<file path="src/rtl/regex_stream_feeder.sv">
// rtl/regex_stream_feeder.sv - byte-to-bit serializer feeding the bit-serial regex matcher
// Optional: define REGEX_FEED_UNANCHORED_EN to inject a start token on every bit (substring search).
module regex_stream_feeder #(
    parameter int DATA_W       = 8,
    parameter bit MSB_FIRST    = 1'b1,
    parameter int FLUSH_CYCLES = 22
) (
    input  logic              clk,
    input  logic              reset,
    input  logic [DATA_W-1:0] in_data,
    input  logic              in_last,
    input  logic              in_valid,
    output logic              in_ready,
    output logic              bit_o,
    output logic              tok_o,
    output logic              bit_valid,
    output logic              sof_o,
    output logic              busy
);
    localparam int BCW = (DATA_W > 1) ? $clog2(DATA_W) : 1;
    localparam int FCW = (FLUSH_CYCLES > 0) ? $clog2(FLUSH_CYCLES + 1) : 1;
    localparam logic [BCW-1:0] BIT_LAST   = BCW'(DATA_W - 1);
    localparam logic [FCW-1:0] FLUSH_LAST = FCW'((FLUSH_CYCLES > 0) ? FLUSH_CYCLES - 1 : 0);

    typedef enum logic [1:0] {IDLE, SHIFT, WAIT, FLUSH} state_t;

    state_t            state;
    state_t            state_nxt;
    logic [DATA_W-1:0] sreg;
    logic [BCW-1:0]    bit_cnt;
    logic [FCW-1:0]    flush_cnt;
    logic              last_q;
    logic              first_q;
    logic              rdy_en;
    logic              accept;
    logic              byte_end;

    assign accept   = in_valid && in_ready;
    assign byte_end = (state == SHIFT) && (bit_cnt == BIT_LAST);

    always_ff @(posedge clk or negedge reset) begin
        if (!reset) begin
            state <= IDLE;
        end else begin
            state <= state_nxt;
        end
    end

    always_comb begin
        state_nxt = state;
        case (state)
            IDLE: begin
                if (accept) state_nxt = SHIFT;
            end
            SHIFT: begin
                if (byte_end) begin
                    if (last_q)      state_nxt = (FLUSH_CYCLES == 0) ? IDLE : FLUSH;
                    else if (accept) state_nxt = SHIFT;
                    else             state_nxt = WAIT;
                end
            end
            WAIT: begin
                if (accept) state_nxt = SHIFT;
            end
            FLUSH: begin
                if (flush_cnt == FLUSH_LAST) state_nxt = IDLE;
            end
            default: state_nxt = IDLE;
        endcase
    end

    // rdy_en holds in_ready low until the first clock after reset release
    always_comb begin
        in_ready  = 1'b0;
        bit_valid = 1'b0;
        bit_o     = 1'b0;
        sof_o     = 1'b0;
        case (state)
            IDLE:  in_ready = rdy_en;
            SHIFT: begin
                bit_valid = 1'b1;
                bit_o     = MSB_FIRST ? sreg[DATA_W-1] : sreg[0];
                sof_o     = first_q && (bit_cnt == '0);
                in_ready  = (bit_cnt == BIT_LAST) && !last_q;
            end
            WAIT:  in_ready = 1'b1;
            default: ;
        endcase
    end

    assign busy = (state != IDLE);

`ifdef REGEX_FEED_UNANCHORED_EN
    assign tok_o = bit_valid;
`else
    assign tok_o = sof_o;
`endif

    always_ff @(posedge clk or negedge reset) begin
        if (!reset) begin
            sreg      <= '0;
            bit_cnt   <= '0;
            flush_cnt <= '0;
            last_q    <= 1'b0;
            first_q   <= 1'b0;
            rdy_en    <= 1'b0;
        end else begin
            rdy_en <= 1'b1;
            if (accept) begin
                sreg    <= in_data;
                last_q  <= in_last;
                first_q <= (state == IDLE);
                bit_cnt <= '0;
            end else if (state == SHIFT) begin
                sreg    <= MSB_FIRST ? {sreg[DATA_W-2:0], 1'b0} : {1'b0, sreg[DATA_W-1:1]};
                bit_cnt <= bit_cnt + 1'b1;
            end
            flush_cnt <= (state == FLUSH) ? flush_cnt + 1'b1 : '0;
        end
    end
endmodule

</file>
<file path="config.mk">
export PLATFORM = sky130hd
export DESIGN_NAME = regex_stream_feeder
export DESIGN_NICKNAME = d
export VERILOG_FILES = /design/src/rtl/regex_stream_feeder.sv
export SDC_FILE = /design/constraint.sdc
export NUM_CORES = 1
export LEC_CHECK = 0
export CORE_UTILIZATION = 45
export CTS_BUF_LIST = sky130_fd_sc_hd__clkbuf_4
export CTS_CLUSTER_SIZE = 40
export DETAILED_ROUTE_END_ITERATION = 10
export PLACE_DENSITY = 0.8
export SYNTH_ARGS = -nofsm -noshare
export SYNTH_HDL_FRONTEND = slang
export SYNTH_SLANG_ARGS = --single-unit
export TNS_END_PERCENT = 10
</file>
<file path="constraint.sdc">
create_clock -name clk -period 2 [get_ports clk]
set_input_delay 0.6 -clock clk [delete_from_list [all_inputs] [get_ports clk]]
set_output_delay 0.6 -clock clk [all_outputs]
set_load 0.1 [all_outputs]
</file>
==> flow_summary.toml, run 1 <==
[outcome]
outcome = "finished with violations"
violations = "negative setup slack"

[timing]
fin_ws_ns = -0.263
max_slew.worst_pin.slew_ns = 0.815
maxSlewViolCount = 0
hold_viol = 0
period_share_pct = 113
rsz0062_at_grt = "true"
setup_viol = 14
period_needed_ns = 2.26
slew_headroom_pct = 45.7
fin_skew_ns = 0.0115
worst_hold_slack_ns = 0.515
clock.fmax_ghz = 0.442

[detailed_routing]
via_count = 785
viasPerCell = 5.23
ant_nets = 0
drtPass1Iterations = 5
drc_errors = 0
avgRoutedWirePerCell_um = 15.3
wirelength_mm = 2.29
drtIter0Drc = 8

[floorplanning]
die-width_um = 52.1
die_h_um = 52.1
io-pin-count = 18
die_area_um2 = 2720
coreArea_um2 = 2300
rows = 17
initial_utilization_pct = 49.2

[power_and_ir_drop]
p_total_mw = 2.56
p_sw_mw = 1.11
power_density_nw_per_um2 = 1630
seqPwrFrac_pct = 26.9
combPwrFrac_pct = 64.4
leakagePower_nw = 0.755
swShare_pct = 43.5
p_int_mw = 1.45
ir_worst_vdd_uv = 977
clkPwrFrac_pct = 8.6

[worst_hold_path]
worstHoldStart = "flush_cnt[0]"
hold_path.class = "flip-flop to flip-flop"

[yosys]
synth_area_per_cell_um2 = 12.2
synth_top_cell_area_share_pct = 46.5
synth_area_um2 = 1130
synth_edf_count = 0
synth-seq-area-share_pct = 46.5
synth_cell_types = 32
ys_seq_elements = 21
synth_area_leaders = "dfrtp_1, mux2_4, ha_1"
syn-num-nets = 110
ys.flop_type = "dfrtp_1"
synth_top_area_cell = "dfrtp_1"
async_flop_share_pct = 100
synth_warnings = 0
syn_inst = 93

[layout]
final_cell_mix = "dfrtp_1, mux2_4, clkdlybuf4s50_1, buf_4"
antenna_cells = 0
nFillCells = 164
synthToLayoutAreaGrowth_pct = 39.2
nNetsFinal = 140
layout-drive-gt1-share_pct = 42.6
final_common_cell = "dfrtp_1"

[clock_tree]
cts_tree = "yes"
h-tree-depth = 1
cts_buffer_depth = 2
cts.clk_slew.worst_paths_ns = 0.11
cts_root_buf = "clkbuf_4"
cts_buffers = 3
clock_latency_ns = 0.31
hold_buffers = 0
cts.sink_count = 21

[worst_setup_path]
crit_chain = "ha_4 > ha_4 > nor3b_4 > o22a_2 > buf_12"
reg2reg_from = "bit_cnt[0]"
crit_top_cell = "ha_4"
critPathArrivalTime_ns = 1.66
path_buf_inv = 1
cp_max_fo = 2
end_kind = "output port"
required_ns = 1.40
path_class = "flip-flop to output port"
cp-startpoint = "bit_cnt[0]"
crit_family = "flip-flops"
slowest_stage = "dfrtp_1"
cp-start-kind = "flip-flop"
worst_path_largest_cell_delay_ns = 0.45

[grt]
overflow = 0
grt_max_degree = 22
grt_usage_pct = 18.6
grt_pass1_vias = 810
grt_pass1_wl_mm = 3.59
antenna_found_initial = 0
grt_use_met3_pct = 2.34
use_met1_pct = 24.3
grtUsageMet2_pct = 29.7
grt-busiest-layer = "met2"

[place]
portBuffers = 17
place.gp.congestion = 0.822
place.detailed.hpwl_mm = 1.47

[run]
drv_cap = 0
==> through the flow <==
step                      worst slack (ns)  std cells  instance area [um^2]  setup TNS (ns)  util (%)
after floorplan                     -0.361         93                  1160          -0.593         -
after global placement             -0.0807        142                  1430          -0.289      62.4
after detailed placement            -0.166        142                  1430           -1.07      62.4
after CTS                           -0.227        148                  1520           -1.03      66.1
after global routing                -0.328        150                  1570           -2.43      68.5
final                               -0.263        150                  1570           -1.16      68.5
==> metal layers <==
layer  part of all wire (%)  routed length (um)
met3                    3.4                  77
met4                    2.6                  59
met5                      0                   0
met1                     43                 981
met2                     51                1180
==> state kept, by name (all words and copies together), names as in the netlist <==
signal	count
state	2
first_q	1
sreg	8
bit_cnt	3
last_q	1
rdy_en	1
flush_cnt	5
==> layout make-up <==
| class | instances | area, um^2 | share of cell area [%] |
|---|---|---|---|
| Multi-Input combinational cell | 60 | 609 | 38.7 |
| Sequential cell | 21 | 527 | 33.5 |
| Timing Repair Buffer | 28 | 332 | 21.1 |
| Inverter | 9 | 41.3 | 2.62 |
| Tap cell | 28 | 35.0 | 2.23 |
| Clock buffer | 4 | 30.0 | 1.91 |
==> kinds of logic after synthesis <==
group	count (synthesis)	synth area share [%]
adder cells (fa/ha/maj)	5	5.53
multiplexers	17	20.7
XOR/XNOR	4	3.10
buffers and inverters	12	5.86
AND/OR/NAND/NOR	23	11.3
AO/OA/AOI/OAI	10	6.75
other	1	0.332
flip-flops	21	46.5
==> cell usage after synthesis, types with 2 or more instances <==
cell type	n
dfrtp_1	21
mux2_4	12
inv_1	8
nand2_1	7
ha_1	5
nor2_1	5
mux2_2	3
a21boi_0	2
a21oi_1	2
buf_6	2
mux2i_1	2
nand3_1	2
xnor2_1	2
xor2_1	2
==> power by group through the flow <==
stage	registers, mW	logic [mW]	clock network (mW)
floorplan	0.653	1.04	0
global placement	0.646	1.42	0
detailed placement	0.661	1.46	0
CTS	0.667	1.54	0.221
global route	0.697	1.75	0.251
finish	0.689	1.65	0.221
==> final timing paths <==
check                          endpoint  slack [ns]  cells past startpoint
max                            in_ready       -0.26                      5
min                        flush_cnt[0]        0.51                      1
max reg2reg                     sreg[3]       -0.10                      5
min reg2reg                flush_cnt[0]        0.51                      1
max in group asynchronous      state[1]        1.14                      2
min in group asynchronous       sreg[3]        0.62                      2
==> repair_timing <==
action / 4_1_cts / 5_1_grt
endpoints found under the setup margin: 14 / 15
buffers inserted: 2 / 2
hold endpoints to repair: 0 / 0
gates resized for setup: 10 / 10
pin swaps: 4 / 5
No activity file was read; power rests on OpenSTA's default activity.
==> run 2: changes to the inputs <==
--- a/config.mk
+++ b/config.mk
@@ -5,11 +5,11 @@
 export SDC_FILE = /design/constraint.sdc
 export NUM_CORES = 1
 export LEC_CHECK = 0
-export CORE_UTILIZATION = 45
+export CORE_UTILIZATION = 37
 export CTS_BUF_LIST = sky130_fd_sc_hd__clkbuf_4
 export CTS_CLUSTER_SIZE = 40
 export DETAILED_ROUTE_END_ITERATION = 10
-export PLACE_DENSITY = 0.8
+export PLACE_DENSITY = 0.7
 export SYNTH_ARGS = -nofsm -noshare
 export SYNTH_HDL_FRONTEND = slang
 export SYNTH_SLANG_ARGS = --single-unit
==> flow_summary.toml, run 2 (synthesized netlist as in run 1, its figures left out) <==
[layout]
design_area_um2 = 1580
final_common_cell = "dfrtp_1"
largest_reg_flops = 8
regMostFlops = "sreg"
antenna_cells = 0
fin_util_pct = 55.7
synthToLayoutAreaGrowth_pct = 39.4
nNetsFinal = 141
top_regs = "sreg (8), flush_cnt (5), bit_cnt (3)"
final_cell_mix = "dfrtp_1, mux2_4, clkdlybuf4s50_1, buf_4, buf_12"
layout-drive-gt1-share_pct = 43.1
final_cells = 154

[power_and_ir_drop]
leakagePower_nw = 0.760
p_total_mw = 2.52
power_density_nw_per_um2 = 1600
ir_worst_vdd_uv = 1120

[grt]
overflow = 0
grt_use_met3_pct = 2.72
grt_max_degree = 22
antenna_found_initial = 0
grt_pass1_wl_mm = 3.75
use_met1_pct = 20.5
grtUsageMet2_pct = 24.2
grt_pass1_vias = 828
grt_usage_pct = 15.2
grt-busiest-layer = "met2"

[outcome]
outcome = "finished with violations"
violations = "design-rule violations, negative setup slack"

[clock_tree]
cts_root_buf = "clkbuf_4"
h-tree-depth = 1
hold_buffers = 0
cts_buffer_depth = 2
cts_tree = "yes"
cts_buffers = 3
cts.clk_slew.worst_paths_ns = 0.12
clock_latency_ns = 0.30
cts.sink_count = 21

[detailed_routing]
viasPerCell = 5.03
ant_nets = 0
drtIter0Drc = 13
drc_errors = 2
via_count = 775
avgRoutedWirePerCell_um = 14.1
drtPass1Iterations = 7
wirelength_mm = 2.17

[timing]
fin_ws_ns = -0.217
rsz0062_at_grt = "true"
fin_skew_ns = 0.00559
setup_viol = 4
maxSlewViolCount = 0
hold_viol = 0
tns_ns = -0.553
clock.fmax_ghz = 0.451
period_needed_ns = 2.22
worst_hold_slack_ns = 0.510
period_share_pct = 111

[worst_setup_path]
cp_max_fo = 3
required_ns = 1.40
path_class = "flip-flop to output port"
critPathArrivalTime_ns = 1.62
cp-start-kind = "flip-flop"
end_kind = "output port"

[floorplanning]
die_h_um = 57.3
io-pin-count = 18
initial_utilization_pct = 40.0
coreArea_um2 = 2830
die_area_um2 = 3280
rows = 19
die-width_um = 57.3

[worst_hold_path]
hold_path.class = "flip-flop to flip-flop"

[place]
place.gp.congestion = 0.797
dp_cells = 145
portBuffers = 17
dp_slack_ns = -0.0242
place.detailed.hpwl_mm = 1.57
place_area_um2 = 1450

[run]
drv_cap = 0
[run 2: layout make-up]
cell class | count | area [um^2]
inverters | 9 | 41.3
clock buffers | 4 | 30.0
fillers | 234 | 1250
repair buffers | 29 | 340
flip-flops and latches | 21 | 527
well taps | 31 | 38.8
multi-input cells | 60 | 599
[run 2: critical path, stage by stage, from the launching register on]
cell	delay, ns
dfrtp_1	0.41
ha_2	0.21
ha_4	0.16
nor3b_4	0.15
o22a_2	0.22
buf_12	0.17
[run 2: worst paths after layout]
check / startpoint / end / slack [ns] / depth (start not counted)
max in group asynchronous: reset / state[1] / 1.16 / 2
setup reg to reg: bit_cnt[1] / last_q / 0.10 / 7
min in group asynchronous: reset / state[0] / 0.62 / 2
setup / recovery: bit_cnt[1] / in_ready / -0.22 / 5
hold reg to reg: flush_cnt[0] / flush_cnt[0] / 0.51 / 1
hold / removal: flush_cnt[0] / flush_cnt[0] / 0.51 / 1
[run 2: routing by layer]
metal | share of wire, % | wire, um | up-vias
li1 | - | - | 371
met1 | 44 | 960 | 390
met2 | 52 | 1140 | 10
met3 | 1.8 | 39 | 4
met4 | 1.6 | 35 | 0
met5 | 0 | 0 | -
[run 2: power by group]
group	total [mW]	internal [mW]	leakage [nW]	switching [mW]
Combinational	1.62	0.791	0.472	0.824
Sequential	0.685	0.557	0.270	0.128
Clock	0.221	0.0913	0.0184	0.130
Total	2.52	1.44	0.760	1.08
[run 2: timing repair]
item | CTS | global route
pin swaps | 5 | 2
resized for setup | 16 | 0
setup buffers | 5 | 0
endpoints found under the setup margin | 4 | 4
==> run 3: changes to the inputs <==
--- a/config.mk
+++ b/config.mk
@@ -5,9 +5,9 @@
 export SDC_FILE = /design/constraint.sdc
 export NUM_CORES = 1
 export LEC_CHECK = 0
+export CORE_ASPECT_RATIO = 1.4
 export CORE_UTILIZATION = 37
 export CTS_BUF_LIST = sky130_fd_sc_hd__clkbuf_4
-export CTS_CLUSTER_SIZE = 40
 export DETAILED_ROUTE_END_ITERATION = 10
 export PLACE_DENSITY = 0.7
 export SYNTH_ARGS = -nofsm -noshare
==> flow_summary.toml, run 3 (synthesized netlist as in run 1, its figures left out) <==
[outcome]
outcome = "finished with violations"
violations = "negative setup slack"

[grt]
antenna_found_initial = 0
overflow = 0
grt_max_degree = 22
grt_pass1_vias = 790
grt_usage_pct = 13.5
grt_pass1_wl_mm = 3.28

[worst_setup_path]
crit_family = "flip-flops"
required_ns = 1.40
cp_max_fo = 2
cp-start-kind = "flip-flop"
path_buf_inv = 1
worst_path_largest_cell_delay_ns = 0.41
path_class = "flip-flop to output port"
reg2reg_from = "bit_cnt[0]"
ff2ff_setup_slack_ns = 0.08
ff2ff_path_depth = 8
end_kind = "output port"
critPathArrivalTime_ns = 1.58
slowest_stage = "dfrtp_1"
crit_chain = "ha_2 > ha_4 > nor3b_4 > o22a_2 > buf_12"
worstReg2RegEnd = "sreg[3]"

[power_and_ir_drop]
p_total_mw = 2.37
seqPwrFrac_pct = 28.9
power_density_nw_per_um2 = 1530
p_sw_mw = 1.03
ir_worst_vdd_uv = 746
combPwrFrac_pct = 62.7
clkPwrFrac_pct = 8.4
p_int_mw = 1.34
swShare_pct = 43.4
leakagePower_nw = 0.737

[clock_tree]
cts.clk_slew.worst_paths_ns = 0.11
cts_buffers = 3
hold_buffers = 0
cts_root_buf = "clkbuf_4"
cts.sink_count = 21
cts_buffer_depth = 2
cts_tree = "yes"
clock_latency_ns = 0.30
h-tree-depth = 1

[layout]
final_cells = 157
synthToLayoutAreaGrowth_pct = 36.4
nNetsFinal = 138
regMostFlops = "sreg"
largest_reg_flops = 8
final_cell_mix = "dfrtp_1, mux2_4, clkdlybuf4s50_1, inv_1, buf_4"
antenna_cells = 0
top_regs = "sreg (8), flush_cnt (5), bit_cnt (3)"
layout-drive-gt1-share_pct = 39.2
final_common_cell = "dfrtp_1"
design_area_um2 = 1540

[detailed_routing]
avgRoutedWirePerCell_um = 12.7
drc_errors = 0
via_count = 751
drtPass1Iterations = 4
viasPerCell = 4.78
drtIter0Drc = 6
wirelength_mm = 1.99
ant_nets = 0

[timing]
clock.fmax_ghz = 0.458
fin_ws_ns = -0.185
period_needed_ns = 2.18
fin_skew_ns = 0.00407
maxSlewViolCount = 0
tns_ns = -0.473
hold_viol = 0
worst_hold_slack_ns = 0.510
rsz0062_at_grt = "true"
period_share_pct = 109
setup_viol = 4

[place]
place_area_um2 = 1450
place.detailed.hpwl_mm = 1.50
dp_cells = 150
place.gp.congestion = 0.705
portBuffers = 17

[floorplanning]
die_h_um = 67.4
rows = 23
coreArea_um2 = 2880
initial_utilization_pct = 39.3
die-width_um = 48.7
io-pin-count = 18
die_area_um2 = 3290

[worst_hold_path]
whs_endpoint = "flush_cnt[0]"
hold_path.class = "flip-flop to flip-flop"
min_path_cells = 1
worstHoldStart = "flush_cnt[0]"

[run]
drv_cap = 0
==> run 3: area by class of cell <==
cell class	instances	area, um^2
inverter	9	38.8
clock inverter	1	5.00
multi-input combinational	60	593
fill	259	1340
tap	37	46.3
sequential	21	527
clock buffer	3	22.5
timing repair buffer	26	310
==> run 3: power groups by stage <==
stage	registers [mW]	clock network (mW)	logic [mW]
detailed placement	0.683	0	1.42
global route	0.703	0.226	1.58
finish	0.685	0.199	1.48
floorplan	0.653	0	1.04
CTS	0.686	0.211	1.48
global placement	0.671	0	1.40
==> run 3: worst max path at each step <==
| stage | start | end | slack [ns] | depth (start not counted) |
|---|---|---|---|---|
| 5_1_grt | bit_cnt[1] | in_ready | -0.24 | 5 |
| 6_report | bit_cnt[0] | in_ready | -0.18 | 5 |
| 2_1_floorplan | bit_cnt[0] | tok_o | -0.36 | 5 |
| 3_5_place_dp | bit_cnt[1] | in_ready | 0.05 | 5 |
| 4_1_cts | bit_cnt[1] | in_ready | -0.20 | 5 |
| 3_3_place_gp | bit_cnt[1] | in_ready | 0.08 | 5 |
==> run 3: repair_timing <==
action,in CTS,in global routing
cloned,0,0
setup buffers,3,0
pin swaps,4,1
gates resized for setup,8,1
endpoints found under the setup margin,4,5
==> run 3: worst register-to-register path: cells and delay by family (launching register included) <==
kind / cells / cell delay [ns]
AO/OA/AOI/OAI: 1 / 0.15
adder cells (fa/ha/maj): 2 / 0.36
buffers and inverters: 3 / 0.44
flip-flops: 1 / 0.41
AND/OR/NAND/NOR: 1 / 0.14
multiplexers: 1 / 0.34
==> run 3: layer usage <==
layer / vias to the layer above / wire, um / global-route usage (%)
li1: 365 / - / -
met1: 376 / 782 / 14.4
met2: 8 / 1160 / 25.9
met3: 2 / 30 / 1.35
met4: 0 / 23 / 7.72
met5: - / 0 / 0
==> run 3: per-stage QoR <==
step           worst slack, ns  utilization, %
2_1_floorplan           -0.361               -
3_3_place_gp            0.0838            50.4
3_5_place_dp            0.0462            50.4
4_1_cts                 -0.198            53.2
5_1_grt                 -0.240            53.6
6_report                -0.185            53.6
